### src/rtl/pipe_arb_pkg.sv
// Shared types and helpers for the pipeline-sharing arbiter: tag payload
// carried alongside each in-flight item and the round-robin pointer step.
package pipe_arb_pkg;

  localparam int unsigned DEF_N_REQ   = 4;
  localparam int unsigned DEF_WIDTH   = 64;
  localparam int unsigned DEF_LATENCY = 3;
  localparam int unsigned DEF_MAX_OUT = 4;

  localparam int unsigned ID_W = (DEF_N_REQ > 2) ? $clog2(DEF_N_REQ) : 1;

  typedef struct packed {
    logic            valid;
    logic [ID_W-1:0] id;
  } pipe_tag_t;

  // Index following idx in a ring of n requesters.
  function automatic logic [ID_W-1:0] rr_next(input logic [ID_W-1:0] idx,
                                              input int unsigned     n);
    logic [ID_W-1:0] nxt;
    if (32'(idx) + 32'd1 >= n) begin
      nxt = '0;
    end else begin
      nxt = ID_W'(32'(idx) + 32'd1);
    end
    return nxt;
  endfunction

endpackage

### src/rtl/tag_delay_line.sv
// Resettable shift register of requester tags; the head lines up with the
// output of the shared fixed-latency pipeline.
module tag_delay_line
  import pipe_arb_pkg::*;
#(
  parameter int unsigned DEPTH = 3,
  parameter type         tag_t = pipe_tag_t
) (
  input  logic clk,
  input  logic rst_n,
  input  tag_t push_i,
  output tag_t head_o
);

  tag_t line_q [DEPTH];

  always_ff @(posedge clk or negedge rst_n) begin
    if (!rst_n) begin
      for (int unsigned i = 0; i < DEPTH; i++) begin
        line_q[i] <= '0;
      end
    end else begin
      line_q[0] <= push_i;
      for (int unsigned i = 1; i < DEPTH; i++) begin
        line_q[i] <= line_q[i-1];
      end
    end
  end

  assign head_o = line_q[DEPTH-1];

endmodule

### src/rtl/pipe_share_arbiter.sv
// Round-robin sharing of one fixed-latency, no-backpressure pipeline among
// N_REQ requesters, with tag-steered responses and per-requester credit limits.
module pipe_share_arbiter
  import pipe_arb_pkg::*;
#(
  parameter int unsigned N_REQ   = DEF_N_REQ,
  parameter int unsigned WIDTH   = DEF_WIDTH,
  parameter int unsigned LATENCY = DEF_LATENCY,
  parameter int unsigned MAX_OUT = DEF_MAX_OUT
) (
  input  logic                   clk,
  input  logic                   rst_n,
  input  logic [N_REQ-1:0]       req_valid_i,
  input  logic [N_REQ*WIDTH-1:0] req_data_i,
  output logic [N_REQ-1:0]       req_ready_o,
  input  logic [N_REQ-1:0]       cfg_mask_i,
  output logic                   pipe_in_valid_o,
  output logic [WIDTH-1:0]       pipe_in_data_o,
  input  logic                   pipe_out_valid_i,
  input  logic [WIDTH-1:0]       pipe_out_data_i,
  output logic [N_REQ-1:0]       resp_valid_o,
  output logic [WIDTH-1:0]       resp_data_o,
  output logic                   err_desync_o
);

  localparam int unsigned CNT_W = $clog2(MAX_OUT + 1);

  logic [ID_W-1:0]  rr_ptr_q, rr_ptr_d;
  logic             issue_valid_q, issue_valid_d;
  logic [ID_W-1:0]  issue_id_q, issue_id_d;
  logic [WIDTH-1:0] pipe_in_data_q, pipe_in_data_d;
  logic [N_REQ-1:0] resp_valid_q, resp_valid_d;
  logic [WIDTH-1:0] resp_data_q, resp_data_d;
  logic             err_q, err_d;
  logic [CNT_W-1:0] out_cnt_q [N_REQ];
  logic [CNT_W-1:0] out_cnt_d [N_REQ];

  logic [N_REQ-1:0] elig_c;
  logic [N_REQ-1:0] gnt_oh_c;
  logic             gnt_any_c;
  logic [ID_W-1:0]  gnt_idx_c;
  logic [WIDTH-1:0] gnt_data_c;
  logic [ID_W:0]    scan_sum_c;

  pipe_tag_t        tag_push_c;
  pipe_tag_t        tag_head_c;
  logic             resp_fire_c;
  logic             desync_c;
  logic             cnt_err_c;
  logic [N_REQ-1:0] resp_oh_c;

  // Eligibility and round-robin search starting at rr_ptr, wrapping at N_REQ.
  always_comb begin
    elig_c     = '0;
    gnt_oh_c   = '0;
    gnt_any_c  = 1'b0;
    gnt_idx_c  = '0;
    gnt_data_c = '0;
    scan_sum_c = '0;

    for (int unsigned i = 0; i < N_REQ; i++) begin
      elig_c[i] = req_valid_i[i] & cfg_mask_i[i] & (out_cnt_q[i] < CNT_W'(MAX_OUT));
    end

    for (int unsigned k = 0; k < N_REQ; k++) begin
      scan_sum_c = {1'b0, rr_ptr_q} + (ID_W+1)'(k);
      if (scan_sum_c >= (ID_W+1)'(N_REQ)) begin
        scan_sum_c = scan_sum_c - (ID_W+1)'(N_REQ);
      end
      for (int unsigned i = 0; i < N_REQ; i++) begin
        if (!gnt_any_c && elig_c[i] && (ID_W'(i) == scan_sum_c[ID_W-1:0])) begin
          gnt_any_c   = 1'b1;
          gnt_idx_c   = ID_W'(i);
          gnt_oh_c[i] = 1'b1;
          gnt_data_c  = req_data_i[i*WIDTH +: WIDTH];
        end
      end
    end
  end

  // Issue side: the issue register is the first tag stage, so the line
  // behind it only needs LATENCY entries to meet the pipeline output.
  always_comb begin
    rr_ptr_d       = rr_ptr_q;
    issue_valid_d  = gnt_any_c;
    issue_id_d     = '0;
    pipe_in_data_d = pipe_in_data_q;
    if (gnt_any_c) begin
      rr_ptr_d       = rr_next(gnt_idx_c, N_REQ);
      issue_id_d     = gnt_idx_c;
      pipe_in_data_d = gnt_data_c;
    end
  end

  assign tag_push_c = '{valid: issue_valid_q, id: issue_id_q};

  tag_delay_line #(
    .DEPTH (LATENCY),
    .tag_t (pipe_tag_t)
  ) u_tag_line (
    .clk    (clk),
    .rst_n  (rst_n),
    .push_i (tag_push_c),
    .head_o (tag_head_c)
  );

  // Return steering, desync detection and outstanding-credit bookkeeping.
  always_comb begin
    resp_fire_c  = tag_head_c.valid & pipe_out_valid_i;
    desync_c     = tag_head_c.valid ^ pipe_out_valid_i;
    resp_oh_c    = '0;
    cnt_err_c    = 1'b0;
    resp_data_d  = resp_data_q;

    for (int unsigned i = 0; i < N_REQ; i++) begin
      if (resp_fire_c && (tag_head_c.id == ID_W'(i))) begin
        resp_oh_c[i] = 1'b1;
      end
    end
    if (resp_fire_c) begin
      resp_data_d = pipe_out_data_i;
    end
    resp_valid_d = resp_oh_c;

    // The credit is returned as the response strobe is registered, so a
    // requester at its limit may be granted again in its strobe cycle.
    for (int unsigned i = 0; i < N_REQ; i++) begin
      out_cnt_d[i] = out_cnt_q[i];
      case ({gnt_oh_c[i], resp_oh_c[i]})
        2'b10: out_cnt_d[i] = out_cnt_q[i] + CNT_W'(1);
        2'b01: begin
          if (out_cnt_q[i] == '0) begin
            cnt_err_c = 1'b1;
          end else begin
            out_cnt_d[i] = out_cnt_q[i] - CNT_W'(1);
          end
        end
        default: out_cnt_d[i] = out_cnt_q[i];
      endcase
    end

    err_d = err_q | desync_c | cnt_err_c;
  end

  always_ff @(posedge clk or negedge rst_n) begin
    if (!rst_n) begin
      rr_ptr_q       <= '0;
      issue_valid_q  <= 1'b0;
      issue_id_q     <= '0;
      pipe_in_data_q <= '0;
      resp_valid_q   <= '0;
      resp_data_q    <= '0;
      err_q          <= 1'b0;
      for (int unsigned i = 0; i < N_REQ; i++) begin
        out_cnt_q[i] <= '0;
      end
    end else begin
      rr_ptr_q       <= rr_ptr_d;
      issue_valid_q  <= issue_valid_d;
      issue_id_q     <= issue_id_d;
      pipe_in_data_q <= pipe_in_data_d;
      resp_valid_q   <= resp_valid_d;
      resp_data_q    <= resp_data_d;
      err_q          <= err_d;
      for (int unsigned i = 0; i < N_REQ; i++) begin
        out_cnt_q[i] <= out_cnt_d[i];
      end
    end
  end

  assign req_ready_o     = gnt_oh_c;
  assign pipe_in_valid_o = issue_valid_q;
  assign pipe_in_data_o  = pipe_in_data_q;
  assign resp_valid_o    = resp_valid_q;
  assign resp_data_o     = resp_data_q;
  assign err_desync_o    = err_q;

endmodule

### config.mk
export PLATFORM = sky130hd
export DESIGN_NAME = pipe_share_arbiter
export DESIGN_NICKNAME = d
export VERILOG_FILES = /design/src/rtl/pipe_arb_pkg.sv /design/src/rtl/tag_delay_line.sv /design/src/rtl/pipe_share_arbiter.sv
export SDC_FILE = /design/constraint.sdc
export NUM_CORES = 1
export LEC_CHECK = 0
export ABC_CLOCK_PERIOD_IN_PS = 7570
export BUFFER_PORTS_ARGS = -buffer_cell sky130_fd_sc_hd__buf_4
export CORE_AREA = 2 2 185 187
export DETAILED_ROUTE_END_ITERATION = 10
export DIE_AREA = 0 0 187 189
export PLACE_DENSITY_LB_ADDON = 0.08
export SYNTH_ARGS = -nofsm -noshare
export SYNTH_HDL_FRONTEND = slang
export SYNTH_SLANG_ARGS = --single-unit
### constraint.sdc
create_clock -name clk -period 7.57 [get_ports clk]
set_input_delay 1.1355 -clock clk [delete_from_list [all_inputs] [get_ports clk]]
set_output_delay 1.1355 -clock clk [all_outputs]
set_load 0.01 [all_outputs]
==> flow_summary_export.csv, run 1 <==
group,metric,value,unit
run_status,status,"finished, final reports clean",
drt,vias,11500,
yosys,synth-adder-area-share,0.848,%
placed_design,portBuffers,468,
global_routing,grt_pass1_vias,11400,
sta,slew_violations,0,
pwr,p_int,2600,uW
layout,synthToLayoutAreaGrowth,44.1,%
cts,cts.hold.buffers_added,0,
placed_design,gp_congestion,0.923,
yosys,yosys.area.top_type,"dfrtp_1",
cts,cts-htree-levels,4,
yosys,synth_cells,1079,
sta,hold_viol,0,
global_routing,grt_pass1_wl,71300,um
cts,cts_tree,"built",
yosys,synth-compound-area-share,31.2,%
global_routing,grt.total_usage,26.4,%
pwr,sequentialPowerShare,36.1,%
yosys,synth-edff-count,0,
global_routing,antenna_found_initial,0,
pwr,pwr-share-comb,41.3,%
global_routing,grt_overflow,0,
setup_path,start_kind,"primary input",
setup_path,worst-r2r-setup-slack,3.61,ns
drt,drtAntennaViolNets,0,
cts,path_clk_slew,0.07,ns
yosys,synth_top_area_share,39.6,%
sta,worst_pin_slew,1.21,ns
die,fp.dieW,187,um
placed_design,hpwl,34200,um
drt,drc,0,
drt,first_pass_iters,9,
pwr,clockPowerShare,22.6,%
yosys,syn_avg_cell_area,9.30,um^2
setup_path,cp-end-kind,"output port",
yosys,synth_xor_area_share,0.262,%
setup_path,crit_type,"in -> out",
layout,nets,1831,
drt,wl,47800,um
die,io_pins,469,
sta,rsz0062_at_grt,"false",
drt,routedWlPerCell,24.4,um
die,start_util,30.2,%
pwr,powerDensity,278,nW/um^2
yosys,async_flop_share,100,%
yosys,ys_warn_count,0,
cts,post_cts_resized,0,
setup_path,critPathMaxFanout,45,
pwr,power_switching,1410,uW
yosys,synth_common_cells,"dfrtp_1 (159), nand2_1 (119), a22oi_1 (69)",
worst_hold_path,hp-start,"u_tag_line.line_q[3]$_DFF_PN0_",
yosys,ys_seq_area_share,39.6,%
sta,final-setup-viol-count,0,
die,rows,67,
setup_path,crit_required,6.43,ns
sta,whs,0.351,ns
die,core_area,33300,um^2
global_routing,grt_max_degree,88,
layout,drive_gt1_share,41.0,%
sta,fmax,0.226,GHz
cts,cts.path.max_buffers,2,
sta,finalCritPeriodShare,58.4,%
cts,cts-root-buf,"clkbuf_16",
die,die_h,189,um
sta,relSlewSlack,18.5,%
sta,finClkSkew,0.0116,ns
worst_hold_path,whs_endpoint,"u_tag_line.head_o[0]$_DFF_PN0_",
yosys,yosys-top-cells-area,"dfrtp_1 (40%), mux2_2 (7.2%), a222oi_1 (5.4%), a22oi_1 (5.2%), nand2_1 (4.5%)",
setup_path,worstRegToRegCells,6,
sta,setup_tns,0,ns
yosys,ys_seq_elements,159,
cts,cts_setup_buffers,0,
pwr,totalPowerFinal,4010,uW
yosys,syn-cell-area,10000,um^2
sta,fin_crit,4.42,ns
yosys,synth_cell_types,81,
setup_path,cp.arrival,3.28,ns
yosys,yosys.area_share.simple,15.5,%
cts,clock_latency,0.45,ns
yosys,yosysMostFrequentCell,"dfrtp_1",
pwr,vdd_drop_max,167,uV
yosys,ys.flop_type,"dfrtp_1",
worst_hold_path,hold_class,"reg -> reg",
worst_hold_path,min_path_cells,0,
drt,viasPerCell,5.89,
cts,cts.sinks,159,
yosys,synth_top_family_by_area,"compound AO/OA/AOI/OAI gates",
layout,n_antenna_cell,0,
yosys,synth_mux_area_share,7.28,%
yosys,synth_nets,1415,
pwr,p_leak,0.00652,uW
job,maxCapViolCount,0,
cts,numCtsBuffers,17,
pwr,switching_share,35.2,%
setup_path,timing.rr.end,"pipe_in_data_o[8]$_DFFE_PN0P_",
drt,drt_iter0_markers,1220,
die,dieArea,35300,um^2
setup_path,reg2reg_from,"rr_ptr_q[0]$_DFFE_PN0P_",
[power by group through the flow]
| stage | clock network [uW] | logic (uW) | registers [uW] |
|---|---|---|---|
| after floorplan | 0 | 605 | 1570 |
| after global placement | 0 | 1670 | 1450 |
| after detailed placement | 0 | 1680 | 1460 |
| after CTS | 933 | 1680 | 1450 |
| after global routing | 972 | 1790 | 1500 |
| final | 908 | 1660 | 1450 |
[routing by layer]
| metal | vias to the layer above | share of wire, % | track usage, % |
|---|---|---|---|
| met1 | 5600 | 40 | 34.1 |
| met3 | 98 | 10 | 7.27 |
| met4 | 0 | 3.2 | 10.7 |
| met5 | - | 0 | 0 |
| met2 | 744 | 46 | 41.9 |
| li1 | 5077 | - | - |
[through the flow]
step                area [um^2]  util, %  cells  setup slack (ns)
finish                    14500     43.5   1956              3.15
floorplan                 10000        -   1079              4.18
global route              14500     43.5   1956              3.09
global placement          13900     41.7   1924              3.19
CTS                       14500     43.5   1956              3.16
detailed placement        13900     41.7   1924              3.18
[registers in the layout, indices dropped and copies added (netlist names)]
register,count
u_tag_line.head_o,3
pipe_in_valid_o,1
resp_data_o,64
u_tag_line.line_q,6
pipe_in_data_o,64
out_cnt_q,12
resp_valid_o,4
issue_id_q,2
err_desync_o,1
rr_ptr_q,2
[how the worst max path moves through the flow]
stage                             start             end  slack, ns  depth (start not counted)
after floorplan           cfg_mask_i[1]  req_ready_o[3]       4.18                          6
after global placement    cfg_mask_i[3]  req_ready_o[3]       3.19                          7
after detailed placement  cfg_mask_i[3]  req_ready_o[3]       3.18                          7
after CTS                 cfg_mask_i[3]  req_ready_o[3]       3.16                          7
after global routing      cfg_mask_i[3]  req_ready_o[3]       3.09                          7
final                     cfg_mask_i[3]  req_ready_o[3]       3.15                          7
[layout by cell type (no fill, tap or decap), types with 4 or more instances in the layout]
| cell type | instances |
|---|---|
| a22oi_1 | 69 |
| nor3_4 | 4 |
| a211o_1 | 5 |
| nand3_1 | 23 |
| mux2_2 | 64 |
| or2_2 | 6 |
| a32oi_1 | 5 |
| o221ai_1 | 12 |
| nand2b_1 | 4 |
| dfrtp_1 | 159 |
| nand4_1 | 8 |
| a22o_1 | 18 |
| inv_6 | 4 |
| and2_1 | 7 |
| nor3b_1 | 4 |
| nor2_2 | 5 |
| nor2_1 | 63 |
| a221oi_1 | 20 |
| a31oi_1 | 17 |
| and3_1 | 10 |
| a21oi_1 | 55 |
| o31ai_1 | 9 |
| o21ai_0 | 56 |
| buf_4 | 485 |
| o211ai_1 | 21 |
| inv_1 | 20 |
| nor4_1 | 6 |
| a21o_1 | 11 |
| nor3_1 | 17 |
| a211oi_1 | 9 |
| nand2_1 | 119 |
| a222oi_1 | 54 |
| and3b_1 | 4 |
| o22ai_1 | 29 |
| clkbuf_16 | 17 |
| a221o_1 | 5 |
[layout make-up]
cell class,count,area [um^2]
flip-flops and latches,159,3980
fillers,3324,18800
well taps,448,561
repair buffers,486,3650
clock inverters,13,151
multi-input cells,809,5590
inverters,22,82.6
clock buffers,19,443
[worst max-delay path, stage by stage]
cell     delay [ns]
buf_4          0.09
and3b_1        0.16
buf_4          0.48
o211a_1        0.63
a21o_1         0.14
buf_4          0.41
buf_4          0.21
[logic make-up after synthesis]
kind of cell             after synthesis
flip-flops                           159
XOR/XNOR                               3
adder cells (fa/ha/maj)                5
AO/OA/AOI/OAI                        427
multiplexers                          65
AND/OR/NAND/NOR                      309
buffers and inverters                111
No activity file was read; power rests on OpenSTA's default activity.
==> run 2, diff against run 1 <==
--- a/config.mk
+++ b/config.mk
@@ -5,11 +5,11 @@
 export SDC_FILE = /design/constraint.sdc
 export NUM_CORES = 1
 export LEC_CHECK = 0
-export ABC_CLOCK_PERIOD_IN_PS = 7570
+export ABC_CLOCK_PERIOD_IN_PS = 4000
 export BUFFER_PORTS_ARGS = -buffer_cell sky130_fd_sc_hd__buf_4
-export CORE_AREA = 2 2 185 187
+export CORE_AREA = 2 2 181 183
 export DETAILED_ROUTE_END_ITERATION = 10
-export DIE_AREA = 0 0 187 189
+export DIE_AREA = 0 0 183 185
 export PLACE_DENSITY_LB_ADDON = 0.08
 export SYNTH_ARGS = -nofsm -noshare
 export SYNTH_HDL_FRONTEND = slang
==> constraint.sdc (replaced) <==
create_clock -name clk -period 4 [get_ports clk]
set_input_delay 0.6 -clock clk [delete_from_list [all_inputs] [get_ports clk]]
set_output_delay 0.6 -clock clk [all_outputs]
set_load 0.01 [all_outputs]
==> run 2 against run 1 <==
  * Via count up 1.9%
  * Clock skew increased by 0.0034 ns
  * First-iteration DRC count rose by 32%
  * Power grew 89%
  * Non-clock buffer count grew 38
  * Critical path type is now reg -> out
  * Largest cell class unchanged
  * Largest power group unchanged
==> flow_summary_export.csv, run 2 (synthesis gave the netlist of run 1 again) <==
group,metric,value,unit
job,maxCapViolCount,0,
global_routing,grt_pass1_vias,11300,
cts,numCtsBuffers,17,
sta,fin_crit,3.39,ns
pwr,vdd_drop_max,311,uV
run_status,status,"finished, final reports clean",
sta,fmax,0.295,GHz
sta,finalCritPeriodShare,84.7,%
die,fp.dieW,183,um
drt,vias,11700,
cts,cts.sinks,159,
setup_path,crit_required,3.40,ns
die,dieArea,33900,um^2
cts,path_clk_slew,0.08,ns
layout,fin_cells,1954,
drt,drc,0,
drt,wl,48500,um
worst_hold_path,hold_class,"in -> async",
cts,cts.path.max_buffers,2,
sta,hold_viol,0,
sta,rsz0062_at_grt,"false",
cts,clock_latency,0.44,ns
placed_design,gp_congestion,0.954,
die,core_area,32000,um^2
layout,multi_input_area,5580,um^2
pwr,p_leak,0.00671,uW
setup_path,cp.arrival,2.79,ns
global_routing,grt_overflow,0,
pwr,powerDensity,516,nW/um^2
placed_design,dp.cells,1922,
sta,slew_violations,0,
sta,worst_pin_slew,1.09,ns
cts,cts_tree,"built",
cts,cts-root-buf,"clkbuf_16",
drt,drtAntennaViolNets,0,
global_routing,grt.total_usage,27.6,%
sta,relSlewSlack,27.1,%
cts,post_cts_resized,0,
sta,setup_tns,0,ns
setup_path,critPathMaxFanout,28,
die,die_h,185,um
sta,finClkSkew,0.0149,ns
drt,viasPerCell,6.01,
die,io_pins,469,
die,rows,66,
die,start_util,31.3,%
global_routing,grt_max_degree,67,
global_routing,antenna_found_initial,0,
global_routing,grt_pass1_wl,70900,um
drt,drt_iter0_markers,1613,
layout,design_area,14700,um^2
layout,nets,1869,
layout,synthToLayoutAreaGrowth,46.5,%
layout,layout_commonest_cell,"buf_4",
layout,drive_gt1_share,42.4,%
cts,cts.hold.buffers_added,0,
placed_design,portBuffers,468,
drt,routedWlPerCell,24.8,um
drt,first_pass_iters,7,
cts,cts_setup_buffers,0,
setup_path,crit_type,"reg -> out",
layout,fillerInstances,3146,
cts,cts-htree-levels,4,
sta,final-setup-viol-count,0,
placed_design,dpl_cell_area,14100,um^2
setup_path,cp-end-kind,"output port",
layout,ff_latch_area,3980,um^2
pwr,totalPowerFinal,7580,uW
setup_path,start_kind,"flip-flop",
layout,n_antenna_cell,0,
placed_design,hpwl,36000,um
layout,layout_common_cells,"buf_4 (521), dfrtp_1 (159), nand2_1 (119)",
==> run 2: changes by cell type in the layout (fill, tap and decap cells not counted), sizes merged <==
cell / before / now
buf: 486 / 524
inv: 28 / 25
clkinv: 3 / 5
bufinv: 2 / 1
clkbuf: 19 / 20
clkinvlp: 2 / 3
==> run 2: worst max-delay path, stage by stage, from the launching register on <==
cell	delay [ns]
dfrtp_1	0.45
and3b_1	0.93
o211a_1	0.29
a21o_1	0.15
buf_4	0.34
buf_4	0.19
==> run 2: final timing paths <==
check	startpoint	to	slack, ns	depth (start not counted)
worst max-delay path	out_cnt_q[2]$_DFFE_PN0P_	req_ready_o[3]	0.61	5
worst min-delay path	rst_n	pipe_in_data_o[39]$_DFFE_PN0P_	0.18	1
worst max register to register	rr_ptr_q[0]$_DFFE_PN0P_	out_cnt_q[10]$_DFFE_PN0P_	0.92	9
worst min register to register	u_tag_line.line_q[4]$_DFF_PN0_	u_tag_line.head_o[1]$_DFF_PN0_	0.35	0
max in group asynchronous	rst_n	resp_data_o[32]$_DFFE_PN0P_	2.92	2
min in group clk	u_tag_line.line_q[4]$_DFF_PN0_	u_tag_line.head_o[1]$_DFF_PN0_	0.35	0
==> run 2: cell type report <==
type	count	share of cell area, %
Multi-Input combinational cell	809	38.0
Tap cell	408	3.47
Clock inverter	12	0.877
Sequential cell	159	27.1
Clock buffer	20	3.11
Inverter	22	0.562
Timing Repair Buffer	524	27.0
==> run 2: per-stage QoR <==
stage	util [%]	worst slack (ns)	hold WS, ns
2_1_floorplan	-	1.40	0.304
3_3_place_gp	44.1	0.978	0.332
3_5_place_dp	44.1	0.965	0.335
4_1_cts	45.9	0.658	0.195
5_1_grt	45.9	0.535	0.216
6_report	45.9	0.612	0.177
==> run 2: routing by layer <==
metal / up-vias / track usage [%] / part of all wire [%]
met1: 5618 / 36.5 / 40
met4: 0 / 8.61 / 2.5
met2: 846 / 44.5 / 46
li1: 5176 / - / -
met3: 100 / 7.00 / 11
met5: - / 0 / 0
==> run 2: power by group <==
group / internal (uW) / total (uW) / switching, uW
Combinational: 1700 / 3170 / 1470
Clock: 906 / 1670 / 768
Sequential: 2290 / 2740 / 448
